**config.mk**
```make
export PLATFORM = sky130hd
export DESIGN_NAME = memory_arbiter
export DESIGN_NICKNAME = d
export VERILOG_FILES = /design/src/rtl/memory_arbiter.sv
export SDC_FILE = /design/constraint.sdc
export NUM_CORES = 1
export LEC_CHECK = 0
export ABC_AREA = 1
export CAP_MARGIN = 25
export CORE_ASPECT_RATIO = 0.8
export CORE_MARGIN = 2
export CORE_UTILIZATION = 42
export CTS_CLUSTER_SIZE = 8
export DETAILED_ROUTE_END_ITERATION = 6
export PLACE_DENSITY = 0.81
export SLEW_MARGIN = 40
export SYNTH_ARGS = -nofsm -noshare
export SYNTH_HDL_FRONTEND = slang
export SYNTH_SLANG_ARGS = --single-unit
```
**constraint.sdc**
```tcl
create_clock -name CLK -period 1.6 [get_ports CLK]
set_input_delay 0.24 -clock CLK [delete_from_list [all_inputs] [get_ports CLK]]
set_output_delay 0.24 -clock CLK [all_outputs]
set_load 0.1 [all_outputs]
```
**src/rtl/memory_arbiter.sv**
```systemverilog
// Single-port RAM arbiter between icache fetches and dcache reads/writes.
// Optional performance counters are built only when MEMARB_PERF_EN is defined.
module memory_arbiter #(
  parameter logic [31:0] ERR_WORD = 32'hBAD1BAD1
`ifdef MEMARB_PERF_EN
  , parameter int CNT_W = 32
`endif
) (
  input  logic             CLK,
  input  logic             RST,
  input  logic             iREN,
  input  logic [31:0]      iaddr,
  output logic             iwait,
  output logic [31:0]      iload,
  input  logic             dREN,
  input  logic             dWEN,
  input  logic [31:0]      daddr,
  input  logic [31:0]      dstore,
  output logic             dwait,
  output logic [31:0]      dload,
  output logic             ramREN,
  output logic             ramWEN,
  output logic [31:0]      ramaddr,
  output logic [31:0]      ramstore,
  input  logic [31:0]      ramload,
  input  logic [1:0]       ramstate
`ifdef MEMARB_PERF_EN
  , output logic [CNT_W-1:0] perf_icnt
  , output logic [CNT_W-1:0] perf_dcnt
  , output logic [CNT_W-1:0] perf_stall
`endif
);

  typedef enum logic [1:0] {IDLE, ISERV, DSERV} state_e;

  state_e      state_q, state_d;
  logic        lastGrantD_q, lastGrantD_d;
  logic        ramREN_q, ramREN_d;
  logic        ramWEN_q, ramWEN_d;
  logic [31:0] ramaddr_q, ramaddr_d;
  logic [31:0] ramstore_q, ramstore_d;
  logic [31:0] iloadHold_q, iloadHold_d;
  logic [31:0] dloadHold_q, dloadHold_d;

  logic        dPending, ramDone, ramErr, grantD;
  logic        iComplete, dComplete, dReadComplete;
  logic [31:0] compData;

  // ACCESS (2) and ERROR (3) both end the access; ERROR substitutes the error word.
  assign dPending      = dREN | dWEN;
  assign ramDone       = ramstate[1];
  assign ramErr        = (ramstate == 2'd3);
  assign compData      = ramErr ? ERR_WORD : ramload;
  assign iComplete     = (state_q == ISERV) && iREN && ramDone;
  assign dComplete     = (state_q == DSERV) && dPending && ramDone;
  assign dReadComplete = dComplete && !ramWEN_q;

  assign iwait    = !iComplete;
  assign dwait    = !dComplete;
  assign iload    = iComplete ? compData : iloadHold_q;
  assign dload    = dReadComplete ? compData : dloadHold_q;
  assign ramREN   = ramREN_q;
  assign ramWEN   = ramWEN_q;
  assign ramaddr  = ramaddr_q;
  assign ramstore = ramstore_q;

  always_comb begin
    state_d      = state_q;
    lastGrantD_d = lastGrantD_q;
    ramREN_d     = ramREN_q;
    ramWEN_d     = ramWEN_q;
    ramaddr_d    = ramaddr_q;
    ramstore_d   = ramstore_q;
    iloadHold_d  = iComplete ? compData : iloadHold_q;
    dloadHold_d  = dReadComplete ? compData : dloadHold_q;
    grantD       = 1'b0;
    unique case (state_q)
      IDLE: begin
        // With both sides pending, alternate against the previous grant.
        grantD = (iREN && dPending) ? !lastGrantD_q : dPending;
        if (iREN || dPending) begin
          lastGrantD_d = grantD;
          if (grantD) begin
            state_d    = DSERV;
            ramaddr_d  = daddr;
            ramstore_d = dstore;
            ramWEN_d   = dWEN;
            ramREN_d   = !dWEN;
          end else begin
            state_d   = ISERV;
            ramaddr_d = iaddr;
            ramREN_d  = 1'b1;
            ramWEN_d  = 1'b0;
          end
        end
      end
      ISERV: begin
        if (!iREN || ramDone) begin
          state_d  = IDLE;
          ramREN_d = 1'b0;
          ramWEN_d = 1'b0;
        end
      end
      DSERV: begin
        if (!dPending || ramDone) begin
          state_d  = IDLE;
          ramREN_d = 1'b0;
          ramWEN_d = 1'b0;
        end
      end
      default: begin
        state_d  = IDLE;
        ramREN_d = 1'b0;
        ramWEN_d = 1'b0;
      end
    endcase
  end

  always_ff @(posedge CLK) begin
    if (RST) begin
      state_q      <= IDLE;
      lastGrantD_q <= 1'b0;
      ramREN_q     <= 1'b0;
      ramWEN_q     <= 1'b0;
      ramaddr_q    <= '0;
      ramstore_q   <= '0;
      iloadHold_q  <= '0;
      dloadHold_q  <= '0;
    end else begin
      state_q      <= state_d;
      lastGrantD_q <= lastGrantD_d;
      ramREN_q     <= ramREN_d;
      ramWEN_q     <= ramWEN_d;
      ramaddr_q    <= ramaddr_d;
      ramstore_q   <= ramstore_d;
      iloadHold_q  <= iloadHold_d;
      dloadHold_q  <= dloadHold_d;
    end
  end

`ifdef MEMARB_PERF_EN
  logic [CNT_W-1:0] icnt_q, dcnt_q, stall_q;
  logic             stallNow;

  // A stall cycle is one where some requester is pending but not being completed.
  assign stallNow   = (iREN && iwait) || (dPending && dwait);
  assign perf_icnt  = icnt_q;
  assign perf_dcnt  = dcnt_q;
  assign perf_stall = stall_q;

  always_ff @(posedge CLK) begin
    if (RST) begin
      icnt_q  <= '0;
      dcnt_q  <= '0;
      stall_q <= '0;
    end else begin
      if (iComplete) icnt_q  <= icnt_q + 1'b1;
      if (dComplete) dcnt_q  <= dcnt_q + 1'b1;
      if (stallNow)  stall_q <= stall_q + 1'b1;
    end
  end
`endif

endmodule

```
==> results.tsv <==
stage	metric	value	unit
pwr	maximum vdd ir drop	916	uV
cts	TritonCTS clock tree	done	
pwr	Leakage Power	5.11	nW
grt	initial antenna violation count	0	
min_path	WHS Endpoint	ramstore[9]$_SDFFE_PP0P_	
timing	setup TNS	-29.75	ns
floorplan	Die Wd	135	um
detailed_routing	DR vias	6795	
logic_synthesis	EDFF count, synth	0	
pwr	Int Pwr	7.88	mW
detailed_routing	Wirelength per Cell	17.3	um
placed_design	Port Buffer Count	266	
logic_synthesis	Mapped Cells	848	
worst_setup_path	R2R Setup Slk	0.10	ns
detailed_routing	First-pass DRT Iterations	5	
timing	Setup violations, final	66	
floorplan	site row count	38	
final_layout	area grow syn2layout	107	%
flow_run	MaxCap Viol Count	0	
detailed_routing	Avg Vias per Cell	5.03	
logic_synthesis	mean post-synth cell area	6.83	um2
logic_synthesis	Mapped Area	5800	um2
pwr	Sw Pwr	5.67	mW
timing	final worst slack	-0.569	ns
final_layout	n_diodes	0	
detailed_routing	Final ANT Viol Nets	0	
logic_synthesis	most common cell in the synthesized netlist	nand2_1	
timing	Hold WS	0.327	ns
detailed_routing	# DRC	0	
logic_synthesis	Synth Area in Compound Gates	14.8	%
final_layout	Fill cells	646	
pwr	Seq pwr share	28.3	%
timing	Fmax achieved	0.461	GHz
cts	total CTS buffers	17	
logic_synthesis	Netlist cell types	20	
worst_setup_path	critical path launch point type	input port	
logic_synthesis	Post-Synth Simple-Gate Area	26.1	%
floorplan	Core Region	13500	um2
worst_setup_path	Cell Chain, Critical Path	clkdlybuf4s50_1 -> nor2_4 -> nor2_4 -> nand3_4 -> buf_12 -> nand2_1 -> o21ai_4 -> clkinvlp_4 -> buf_12	
worst_setup_path	Worst Setup End Kind	primary output	
final_layout	share of cells above drive strength 1	34.4	%
pwr	Design Power	13.5	mW
timing	Slew @ Worst Pin	0.352	ns
timing	final worst path period need	2.17	ns
logic_synthesis	Primary FF master, synth	dfxtp_1	
min_path	hold depth	3	
worst_setup_path	Worst EP arrival	1.93	ns
grt	first-pass GRT wire length	35.7	mm
pwr	switching power share of the total	41.9	%
pwr	PwrDens	1130	nW/um2
detailed_routing	DRC marker count from the first detailed-route iteration	324	
logic_synthesis	Post-Synth Adder-Cell Area	0	%
cts	clock root buffer	clkbuf_16	
grt	grt met2 use	55.6	%
grt	vias in the first global route	7224	
pwr	clock network power share	26.6	%
timing	Slew headroom	76.5	%
cts	Max Root-Sink Buffers	2	
logic_synthesis	xor/xnor cell area share of the yosys netlist	0	%
cts	Sink Count	133	
logic_synthesis	Synth top area share	45.9	%
placed_design	Detailed Place HPWL	15.5	mm
worst_setup_path	reg-to-reg critical path startpoint	state_q[0]$_SDFFE_PP0P_	
grt	pin count of the biggest net entering global routing	68	
final_layout	layout net count	1292	
logic_synthesis	Synth top cells by count	nand2_1 (200), dfxtp_1 (133), inv_1 (129), nor2_1 (86), a21oi_1 (69)	
floorplan	IO Pins	267	
timing	Final period util	136	%
worst_setup_path	Critical Path RT	1.36	ns
timing	Max Slew Vio Count	0	
worst_setup_path	worst r2r path cells	10	
worst_setup_path	Crit-path slowest cell	clkdlybuf4s50_1	
grt	GR met1 Demand/Resource	32.4	%
grt	gr busiest metal	met2	
timing	clock skew	0.00944	ns
timing	RSZ-0062 raised after global routing	yes	
worst_setup_path	max incr delay on CP	0.47	ns
min_path	worst min-delay path startpoint	RST	
logic_synthesis	YS warnings	0	
floorplan	die area	14800	um2
logic_synthesis	Syn Nets	983	
logic_synthesis	Seq/Total Area, Yosys	45.9	%
grt	All-Layer GR Usage	31.2	%
detailed_routing	final wirelength	23.3	mm
worst_setup_path	CP max FO	27	
status	status	finished with violations	
grt	total grt overflow	0	
worst_setup_path	critical path class	in2out	
logic_synthesis	main combinational cell family by area after synthesis	simple AND/OR/NAND/NOR gates	
logic_synthesis	FF+latch count, synth	133	
logic_synthesis	Synth area leader	dfxtp_1	
floorplan	effective utilization at floorplan	42.9	%
worst_setup_path	Reg2Reg Capture Point	dloadHold_q[1]$_SDFF_PP0_	
final_layout	Util after Layout	88.8	%
placed_design	RePlAce Congestion	0.850	
grt	grt met3 use	10.3	%
floorplan	die height	109	um
logic_synthesis	Async SR Flop Fraction	0	%
logic_synthesis	post-synthesis mux area share	0	%
status	failing checks	setup timing	
cts	clk_lat worst skew	0.42	ns
logic_synthesis	ranking of synthesized cells by area	dfxtp_1 (46%), nand2_1 (13%), inv_1 (8.4%)	
cts	Clk pin slew, worst setup/hold paths	0.06	ns
timing	Final Hold Fails	0	
pwr	Comb pwr share	45.1	%
cts	Max H-tree Level	4	
min_path	Hold WC Path Type	in2reg	
## area by class of cell
| type | instances | area [um2] | share of cell area (%) |
|---|---|---|---|
| clock buffers | 18 | 439 | 3.66 |
| flip-flops and latches | 133 | 2670 | 22.3 |
| inverters | 133 | 637 | 5.31 |
| clock inverters | 14 | 104 | 0.866 |
| repair buffers | 343 | 4820 | 40.2 |
| well taps | 180 | 225 | 1.88 |
| multi-input cells | 529 | 3100 | 25.8 |
## timing repair
item | 4_1_cts | 5_1_grt
gates resized for setup | 42 | 17
hold buffers | 0 | 0
setup endpoints to repair | 65 | 77
cloned | 1 | 2
buffers inserted | 8 | 1
## how the worst max path moves through the flow
stage                       startpoint        end
4_1_cts        state_q[0]$_SDFFE_PP0P_  dload[22]
3_5_place_dp                      dREN  dload[30]
6_report                          dWEN  dload[18]
5_1_grt        state_q[0]$_SDFFE_PP0P_  dload[23]
3_3_place_gp                      dREN  dload[26]
2_1_floorplan  state_q[0]$_SDFFE_PP0P_  dload[21]
## kinds of logic after synthesis
logic type      Yosys count
flops                   133
compound gates          167
buf+inv                 186
simple gates            362
## worst max-delay path, delay by kind of cell
family                 cells  cell delay, ns
buffers and inverters      4            1.05
AND/OR/NAND/NOR            4            0.53
AO/OA/AOI/OAI              1            0.11
## through the flow
step                instances  setup WS (ns)  area, um2
CTS                      1347         -0.540      11900
finish                   1350         -0.569      12000
global placement         1306         -0.501      11100
detailed placement       1306         -0.536      11100
floorplan                 848         -0.163       6520
global route             1350         -0.618      12000
## sequential cells by signal, summed over array words and instances, names as in the netlist
name / cells
dloadHold_q: 32
iloadHold_q: 32
ramaddr: 32
ramstore: 32
state_q: 2
lastGrantD_q: 1
ramREN: 1
ramWEN: 1
## cells in the final DEF, fill, tap and decap left out, types with 2 or more instances in the layout
cell / n
o21ai_4: 50
nor2_4: 3
dfxtp_1: 130
clkinv_2: 3
dfxtp_2: 2
nand3_4: 2
clkdlybuf4s50_1: 131
dlygate4sd2_1: 2
or2_2: 18
and2_1: 18
nand2_1: 184
o21ai_1: 11
inv_6: 3
nand2_4: 9
buf_4: 58
inv_2: 12
clkinvlp_4: 36
nand3_1: 36
inv_4: 10
o21ai_2: 14
a21oi_1: 69
clkbuf_16: 19
nor2_1: 83
nand2_2: 8
buf_12: 148
inv_1: 81
clkinv_4: 2
o21ai_0: 22
## power by group through the flow
| stage | clock network (mW) | logic (mW) | registers, mW |
|---|---|---|---|
| after floorplan | 0 | 2.20 | 5.19 |
| final | 3.60 | 6.11 | 3.84 |
| after CTS | 3.62 | 6.00 | 3.83 |
| after global placement | 0 | 5.79 | 3.88 |
| after global routing | 3.78 | 6.34 | 3.87 |
| after detailed placement | 0 | 5.88 | 3.90 |
## per-layer routing
metal / part of all wire (%) / wire length, um
met5: 0 / 0
met4: 5.2 / 1220
met3: 7.5 / 1750
met2: 51 / 11800
met1: 37 / 8530
Power figures use the tool's default switching activity.
